===== config.mk =====
export PLATFORM = sky130hd
export DESIGN_NAME = id_issue_ctrl_flat
export DESIGN_NICKNAME = d
export VERILOG_FILES = /design/src/rtl/id_issue_if.sv /design/src/rtl/id_issue_ctrl.sv /design/src/flat_wrapper.sv
export SDC_FILE = /design/constraint.sdc
export NUM_CORES = 1
export LEC_CHECK = 0
export CAP_MARGIN = 0
export CORE_UTILIZATION = 35
export DETAILED_ROUTE_END_ITERATION = 8
export PLACE_DENSITY_LB_ADDON = 0.3
export SYNTH_ARGS = -nofsm -noshare
export SYNTH_HDL_FRONTEND = slang
export SYNTH_SLANG_ARGS = --single-unit

===== constraint.sdc =====
create_clock -name clk -period 4.9 [get_ports clk]
set_input_delay 0.98 -clock clk [delete_from_list [all_inputs] [get_ports clk]]
set_output_delay 0.98 -clock clk [all_outputs]
set_load 0.05 [all_outputs]

===== src/rtl/id_issue_if.sv =====
// Decoder, EX and WB signals seen by the ID issue controller, plus its decisions and status.
interface id_issue_if;
    logic        id_valid_i;
    logic [4:0]  id_rs1_idx_i;
    logic [4:0]  id_rs2_idx_i;
    logic        id_rs1_ren_i;
    logic        id_rs2_ren_i;
    logic [4:0]  id_rd_idx_i;
    logic        id_rd_wen_i;
    logic        id_long_lat_i;
    logic        id_serial_i;
    logic        ex_ready_i;
    logic        ex_flush_i;
    logic        wb_valid_i;
    logic        wb_rd_wen_i;
    logic        wb_long_lat_i;
    logic [4:0]  wb_rd_idx_i;
    logic        id_issue_o;
    logic        id_stall_o;
    logic [31:0] sb_busy_o;
    logic [2:0]  inflight_o;
    logic [1:0]  state_o;
    logic        err_o;

    modport slave (
        input  id_valid_i, id_rs1_idx_i, id_rs2_idx_i, id_rs1_ren_i, id_rs2_ren_i,
               id_rd_idx_i, id_rd_wen_i, id_long_lat_i, id_serial_i,
               ex_ready_i, ex_flush_i,
               wb_valid_i, wb_rd_wen_i, wb_long_lat_i, wb_rd_idx_i,
        output id_issue_o, id_stall_o, sb_busy_o, inflight_o, state_o, err_o
    );

    modport master (
        output id_valid_i, id_rs1_idx_i, id_rs2_idx_i, id_rs1_ren_i, id_rs2_ren_i,
               id_rd_idx_i, id_rd_wen_i, id_long_lat_i, id_serial_i,
               ex_ready_i, ex_flush_i,
               wb_valid_i, wb_rd_wen_i, wb_long_lat_i, wb_rd_idx_i,
        input  id_issue_o, id_stall_o, sb_busy_o, inflight_o, state_o, err_o
    );
endinterface


===== src/rtl/id_issue_ctrl.sv =====
// ID-stage issue controller: long-latency scoreboard, in-flight counting and
// serialization of system/CSR instructions.
module id_issue_ctrl #(
    parameter int unsigned MAX_INFLIGHT = 4
) (
    input  logic       clk,
    input  logic       rst,
    id_issue_if.slave  bus
);
    localparam int unsigned NREG  = 32;
    localparam int unsigned CNT_W = 3;
    localparam logic [CNT_W-1:0] MAX_C = CNT_W'(MAX_INFLIGHT);

    typedef enum logic [1:0] {
        ST_RUN    = 2'd0,
        ST_DRAIN  = 2'd1,
        ST_SERIAL = 2'd2
    } state_e;

    state_e           state_q, state_d;
    logic [NREG-1:0]  sb_q, sb_d;
    logic [CNT_W-1:0] inflight_q, inflight_d;
    logic             err_q, err_d;

    logic [NREG-1:0]  rel_mask, set_mask, eff_sb;
    logic             rel, hazard, room, cnt_zero, retire, issue_c;

    // Release is visible to the hazard check in the same cycle it arrives.
    always_comb begin
        rel      = bus.wb_valid_i && bus.wb_rd_wen_i && bus.wb_long_lat_i;
        rel_mask = rel ? (NREG'(1) << bus.wb_rd_idx_i) : '0;
        eff_sb   = sb_q & ~rel_mask;
        cnt_zero = (inflight_q == '0);
        room     = (inflight_q < MAX_C) || bus.wb_valid_i;
        hazard   = (bus.id_rs1_ren_i && (bus.id_rs1_idx_i != 5'd0) && eff_sb[bus.id_rs1_idx_i])
                || (bus.id_rs2_ren_i && (bus.id_rs2_idx_i != 5'd0) && eff_sb[bus.id_rs2_idx_i])
                || (bus.id_rd_wen_i  && (bus.id_rd_idx_i  != 5'd0) && eff_sb[bus.id_rd_idx_i]);
    end

    // Zero-cycle issue decision; serial instructions wait for an empty pipe.
    always_comb begin
        issue_c = 1'b0;
        if (bus.id_valid_i && bus.ex_ready_i && !bus.ex_flush_i && !hazard) begin
            if (bus.id_serial_i) begin
                issue_c = (state_q != ST_SERIAL) && cnt_zero;
            end else begin
                issue_c = (state_q == ST_RUN) && room;
            end
        end
    end

    always_comb begin
        sb_d       = sb_q;
        inflight_d = inflight_q;
        err_d      = err_q;
        state_d    = state_q;
        set_mask   = '0;
        retire     = bus.wb_valid_i && !cnt_zero;

        if (issue_c && bus.id_rd_wen_i && (bus.id_rd_idx_i != 5'd0) && bus.id_long_lat_i) begin
            set_mask = NREG'(1) << bus.id_rd_idx_i;
        end
        sb_d    = eff_sb | set_mask;
        sb_d[0] = 1'b0;

        case ({issue_c, retire})
            2'b10:   inflight_d = inflight_q + CNT_W'(1);
            2'b01:   inflight_d = inflight_q - CNT_W'(1);
            default: inflight_d = inflight_q;
        endcase

        // Retire with nothing in flight, or release of a register that was never pending.
        if ((bus.wb_valid_i && cnt_zero) || (rel && !sb_q[bus.wb_rd_idx_i])) begin
            err_d = 1'b1;
        end

        // SERIAL deliberately ignores ex_flush_i: the flusher may be the serial instruction.
        case (state_q)
            ST_RUN: begin
                if (issue_c && bus.id_serial_i) begin
                    state_d = ST_SERIAL;
                end else if (bus.id_valid_i && bus.id_serial_i && !bus.ex_flush_i) begin
                    state_d = ST_DRAIN;
                end
            end
            ST_DRAIN: begin
                if (issue_c) begin
                    state_d = ST_SERIAL;
                end else if (bus.ex_flush_i) begin
                    state_d = ST_RUN;
                end
            end
            ST_SERIAL: begin
                if (bus.wb_valid_i && (inflight_q == CNT_W'(1))) begin
                    state_d = ST_RUN;
                end
            end
            default: state_d = ST_RUN;
        endcase
    end

    always_ff @(posedge clk or posedge rst) begin
        if (rst) begin
            state_q    <= ST_RUN;
            sb_q       <= '0;
            inflight_q <= '0;
            err_q      <= 1'b0;
        end else begin
            state_q    <= state_d;
            sb_q       <= sb_d;
            inflight_q <= inflight_d;
            err_q      <= err_d;
        end
    end

    assign bus.id_issue_o = issue_c;
    assign bus.id_stall_o = bus.id_valid_i && !issue_c && !bus.ex_flush_i;
    assign bus.sb_busy_o  = sb_q;
    assign bus.inflight_o = inflight_q;
    assign bus.state_o    = state_q;
    assign bus.err_o      = err_q;
endmodule


===== src/flat_wrapper.sv =====
// flat-port wrapper written by rule: the top's interface ports become plain ports
module id_issue_ctrl_flat 
#(
    parameter int unsigned MAX_INFLIGHT = 4
)
  (clk, rst, bus_id_valid_i, bus_id_rs1_idx_i, bus_id_rs2_idx_i, bus_id_rs1_ren_i, bus_id_rs2_ren_i, bus_id_rd_idx_i, bus_id_rd_wen_i, bus_id_long_lat_i, bus_id_serial_i, bus_ex_ready_i, bus_ex_flush_i, bus_wb_valid_i, bus_wb_rd_wen_i, bus_wb_long_lat_i, bus_wb_rd_idx_i, bus_id_issue_o, bus_id_stall_o, bus_sb_busy_o, bus_inflight_o, bus_state_o, bus_err_o);
  id_issue_if bus_i ();
  input  logic clk;
  input  logic rst;
  input wire logic [$bits(bus_i.id_valid_i)-1:0] bus_id_valid_i;
  input wire logic [$bits(bus_i.id_rs1_idx_i)-1:0] bus_id_rs1_idx_i;
  input wire logic [$bits(bus_i.id_rs2_idx_i)-1:0] bus_id_rs2_idx_i;
  input wire logic [$bits(bus_i.id_rs1_ren_i)-1:0] bus_id_rs1_ren_i;
  input wire logic [$bits(bus_i.id_rs2_ren_i)-1:0] bus_id_rs2_ren_i;
  input wire logic [$bits(bus_i.id_rd_idx_i)-1:0] bus_id_rd_idx_i;
  input wire logic [$bits(bus_i.id_rd_wen_i)-1:0] bus_id_rd_wen_i;
  input wire logic [$bits(bus_i.id_long_lat_i)-1:0] bus_id_long_lat_i;
  input wire logic [$bits(bus_i.id_serial_i)-1:0] bus_id_serial_i;
  input wire logic [$bits(bus_i.ex_ready_i)-1:0] bus_ex_ready_i;
  input wire logic [$bits(bus_i.ex_flush_i)-1:0] bus_ex_flush_i;
  input wire logic [$bits(bus_i.wb_valid_i)-1:0] bus_wb_valid_i;
  input wire logic [$bits(bus_i.wb_rd_wen_i)-1:0] bus_wb_rd_wen_i;
  input wire logic [$bits(bus_i.wb_long_lat_i)-1:0] bus_wb_long_lat_i;
  input wire logic [$bits(bus_i.wb_rd_idx_i)-1:0] bus_wb_rd_idx_i;
  output wire logic [$bits(bus_i.id_issue_o)-1:0] bus_id_issue_o;
  output wire logic [$bits(bus_i.id_stall_o)-1:0] bus_id_stall_o;
  output wire logic [$bits(bus_i.sb_busy_o)-1:0] bus_sb_busy_o;
  output wire logic [$bits(bus_i.inflight_o)-1:0] bus_inflight_o;
  output wire logic [$bits(bus_i.state_o)-1:0] bus_state_o;
  output wire logic [$bits(bus_i.err_o)-1:0] bus_err_o;
  assign bus_i.id_valid_i = bus_id_valid_i;
  assign bus_i.id_rs1_idx_i = bus_id_rs1_idx_i;
  assign bus_i.id_rs2_idx_i = bus_id_rs2_idx_i;
  assign bus_i.id_rs1_ren_i = bus_id_rs1_ren_i;
  assign bus_i.id_rs2_ren_i = bus_id_rs2_ren_i;
  assign bus_i.id_rd_idx_i = bus_id_rd_idx_i;
  assign bus_i.id_rd_wen_i = bus_id_rd_wen_i;
  assign bus_i.id_long_lat_i = bus_id_long_lat_i;
  assign bus_i.id_serial_i = bus_id_serial_i;
  assign bus_i.ex_ready_i = bus_ex_ready_i;
  assign bus_i.ex_flush_i = bus_ex_flush_i;
  assign bus_i.wb_valid_i = bus_wb_valid_i;
  assign bus_i.wb_rd_wen_i = bus_wb_rd_wen_i;
  assign bus_i.wb_long_lat_i = bus_wb_long_lat_i;
  assign bus_i.wb_rd_idx_i = bus_wb_rd_idx_i;
  assign bus_id_issue_o = bus_i.id_issue_o;
  assign bus_id_stall_o = bus_i.id_stall_o;
  assign bus_sb_busy_o = bus_i.sb_busy_o;
  assign bus_inflight_o = bus_i.inflight_o;
  assign bus_state_o = bus_i.state_o;
  assign bus_err_o = bus_i.err_o;
  id_issue_ctrl #(.MAX_INFLIGHT(MAX_INFLIGHT)) u_core (.clk(clk), .rst(rst), .bus(bus_i));
endmodule

==> qor.yml <==
outcome:
  status: "complete, no violations"
routing:
  first_iter_violations: 383
  drtAntennaViolNets: 0
  via_per_inst: 6.30
  wl_per_cell_um: 21.7
  dr.pass1.iters: 5
  route.detailed.drc: 0
  num_vias: 4025
  drt-total-wl_um: 13800
power_and_ir_drop:
  p_leak_nw: 1.85
  power_density_nw_per_um2: 218
  vdd_drop_max_mv: 0.233
  report.power.total_mw: 1.05
sta:
  hold_viol: 0
  fmax_mhz: 211
  slew-limit-headroom_pct: 19.4
  setup_viol: 0
  min_period_ns: 4.75
  finClkSkew_ns: 0.00926
  slew_violations: 0
  tightestPinTransition_ns: 1.20
  whs_ns: 0.466
  grt_setup_unrepaired: "no"
  finalCritPeriodShare_pct: 96.9
  setup_tns_ns: 0
floorplan:
  dieWidth_um: 102
  die_area_um2: 10500
  core_area_um2: 9770
  fp-row-count: 36
  initial_utilization_pct: 36.0
  fp.dieH_um: 102
  io_pins: 73
logic_synthesis:
  ys_seq_area_share_pct: 26.3
  ys.flop_type: "dfrtp_1"
  syn_avg_cell_area_um2: 8.62
  syn_nets: 446
  synth_edf_count: 0
  synthCells: 408
  synth-seq-cells: 37
  ys_warn_count: 0
  synth_cell_types: 67
  synthArstFlopShare_pct: 100
  synth_area_um2: 3520
clocking:
  hold_buffers: 0
  cts_buffers: 5
  cts_buffer_depth: 2
  clkTransAtPathRegs_ns: 0.07
  cts_tree: "built"
  clk_latency_ns: 0.30
  cts.sinks: 37
  cts_root_buf: "clkbuf_8"
  htreeDepth: 2
worst_setup_path:
  start_kind: "input port"
  critPathBufInv: 4
  crit_chain: "clkdlybuf4s50_1, nand4_2, buf_12, o41ai_4, o41ai_1, nor4_2, a211oi_1, or4_1, nor2_1, buf_4, buf_12"
  crit_type: "input port to output port"
  crit_family: "simple AND/OR/NAND/NOR gates"
  critical_path.max_stage_delay_ns: 0.58
  reg2reg_slack_ns: 1.69
  critPathArrivalTime_ns: 3.77
  critPathMaxFanout: 28
  crit_top_cell: "buf_12"
  cp-end-kind: "output port"
  cp_slowest_cell: "or4_1"
  cp_data_required_time_ns: 3.92
final_layout:
  final_nets: 543
  area_growth_pct: 36.8
  final_common_cell: "clkdlybuf4s50_1"
  fin_util_pct: 49.2
  diodes: 0
  drive_above_1_share_pct: 19.4
  final_cell_mix: "65 x clkdlybuf4s50_1, 53 x buf_4, 37 x dfrtp_1, 35 x nand2_1, 34 x o31ai_1"
flow_run:
  maxCapViolations: 0
grt:
  grt_pass1_vias: 3806
  grt_pass1_wl_um: 21100
  overflow: 0
  antenna_found_initial: 0
  grt_max_degree: 38
  grt_usage_pct: 26.7
place:
  portBuffers: 71
  gp_congestion: 0.962
  place_hpwl_um: 10700
min_path:
  hp-class: "flip-flop to flip-flop"
[power breakdown]
part           internal [mW]  total [mW]  switching (mW)
Sequential             0.331       0.370          0.0388
Clock                 0.0981       0.212           0.114
Combinational          0.183       0.466           0.284
Total                  0.612        1.05           0.437
[state kept, by name (all words and copies together) (netlist names)]
| name | flops |
|---|---|
| u_core.bus.err_o | 1 |
| u_core.bus.state_o | 2 |
| u_core.bus.inflight_o | 3 |
| u_core.bus.sb_busy_o | 31 |
[cells in the mapped netlist, types with 12 or more instances]
master	n	share of area, %
clkbuf_1	20	2.1
o21ai_0	15	2.1
mux2i_1	14	4.0
inv_1	16	1.7
nor3_1	12	1.7
nor2_1	16	1.7
nand2_1	35	3.7
o31ai_1	34	7.3
dfrtp_1	37	26
nand3_1	15	2.1
o211ai_1	15	3.2
[metal layers]
metal | global-route usage (%) | vias up | share of wire, %
met4 | 10.7 | 0 | 2.9
met2 | 40.6 | 239 | 45
met3 | 4.86 | 34 | 9.0
met1 | 37.2 | 1953 | 43
met5 | 0 | - | 0
li1 | - | 1799 | -
[repair_timing]
item / 4_1_cts / 5_1_grt
buffers inserted: 0 / 1
setup endpoints to repair: 1 / 2
pin swaps: 0 / 1
resized for setup: 4 / 11
[cells by family (layout without fill, tap and decap cells)]
kind of cell               count (synthesis)  count (layout)  synth area share [%]
AOI/OAI and AO/OA                        138             138                  29.9
xor gates and xnor gates                   4               4                 0.996
adders and majority gates                  5               5                  1.78
buffers and inverters                     51             149                  6.22
DFF                                       37              37                  26.3
muxes                                     27              27                  11.3
other                                      1               1                 0.107
and+or+nand+nor                          145             145                  23.3
[path summary, 6_finish.rpt]
path                                          start                        to  depth (start not counted)
max                                  bus_wb_valid_i            bus_id_issue_o                         11
max in group asynchronous                       rst  u_core.bus.sb_busy_o[16]                          3
max reg2reg                u_core.bus.inflight_o[1]  u_core.bus.inflight_o[2]                         13
min reg2reg                        u_core.bus.err_o          u_core.bus.err_o                          1
min                                u_core.bus.err_o          u_core.bus.err_o                          1
min in group asynchronous                       rst          u_core.bus.err_o                          3
[final cells by class]
| type | count | area [µm²] |
|---|---|---|
| inverters | 17 | 63.8 |
| fillers | 950 | 4960 |
| repair buffers | 124 | 1130 |
| clock buffers | 5 | 68.8 |
| well taps | 133 | 166 |
| flip-flops and latches | 37 | 926 |
| clock inverters | 3 | 17.5 |
| multi-input cells | 320 | 2440 |
[worst register-to-register path: cells and delay by family, from the launching register on]
kind	cells	cell delay, ns
and+or+nand+nor	6	1.19
AOI/OAI and AO/OA	2	0.53
xor gates and xnor gates	1	0.16
DFF	1	0.43
adders and majority gates	2	0.57
buffers and inverters	2	0.28
[stage by stage]
step | cells | cell area, µm² | worst slack, ns
global placement | 630 | 4650 | -0.00293
detailed placement | 630 | 4650 | -0.00110
CTS | 638 | 4760 | 0.00252
floorplan | 408 | 3520 | 0.273
finish | 639 | 4810 | 0.153
global route | 639 | 4810 | 0.00158
Power figures use the tool's default switching activity.
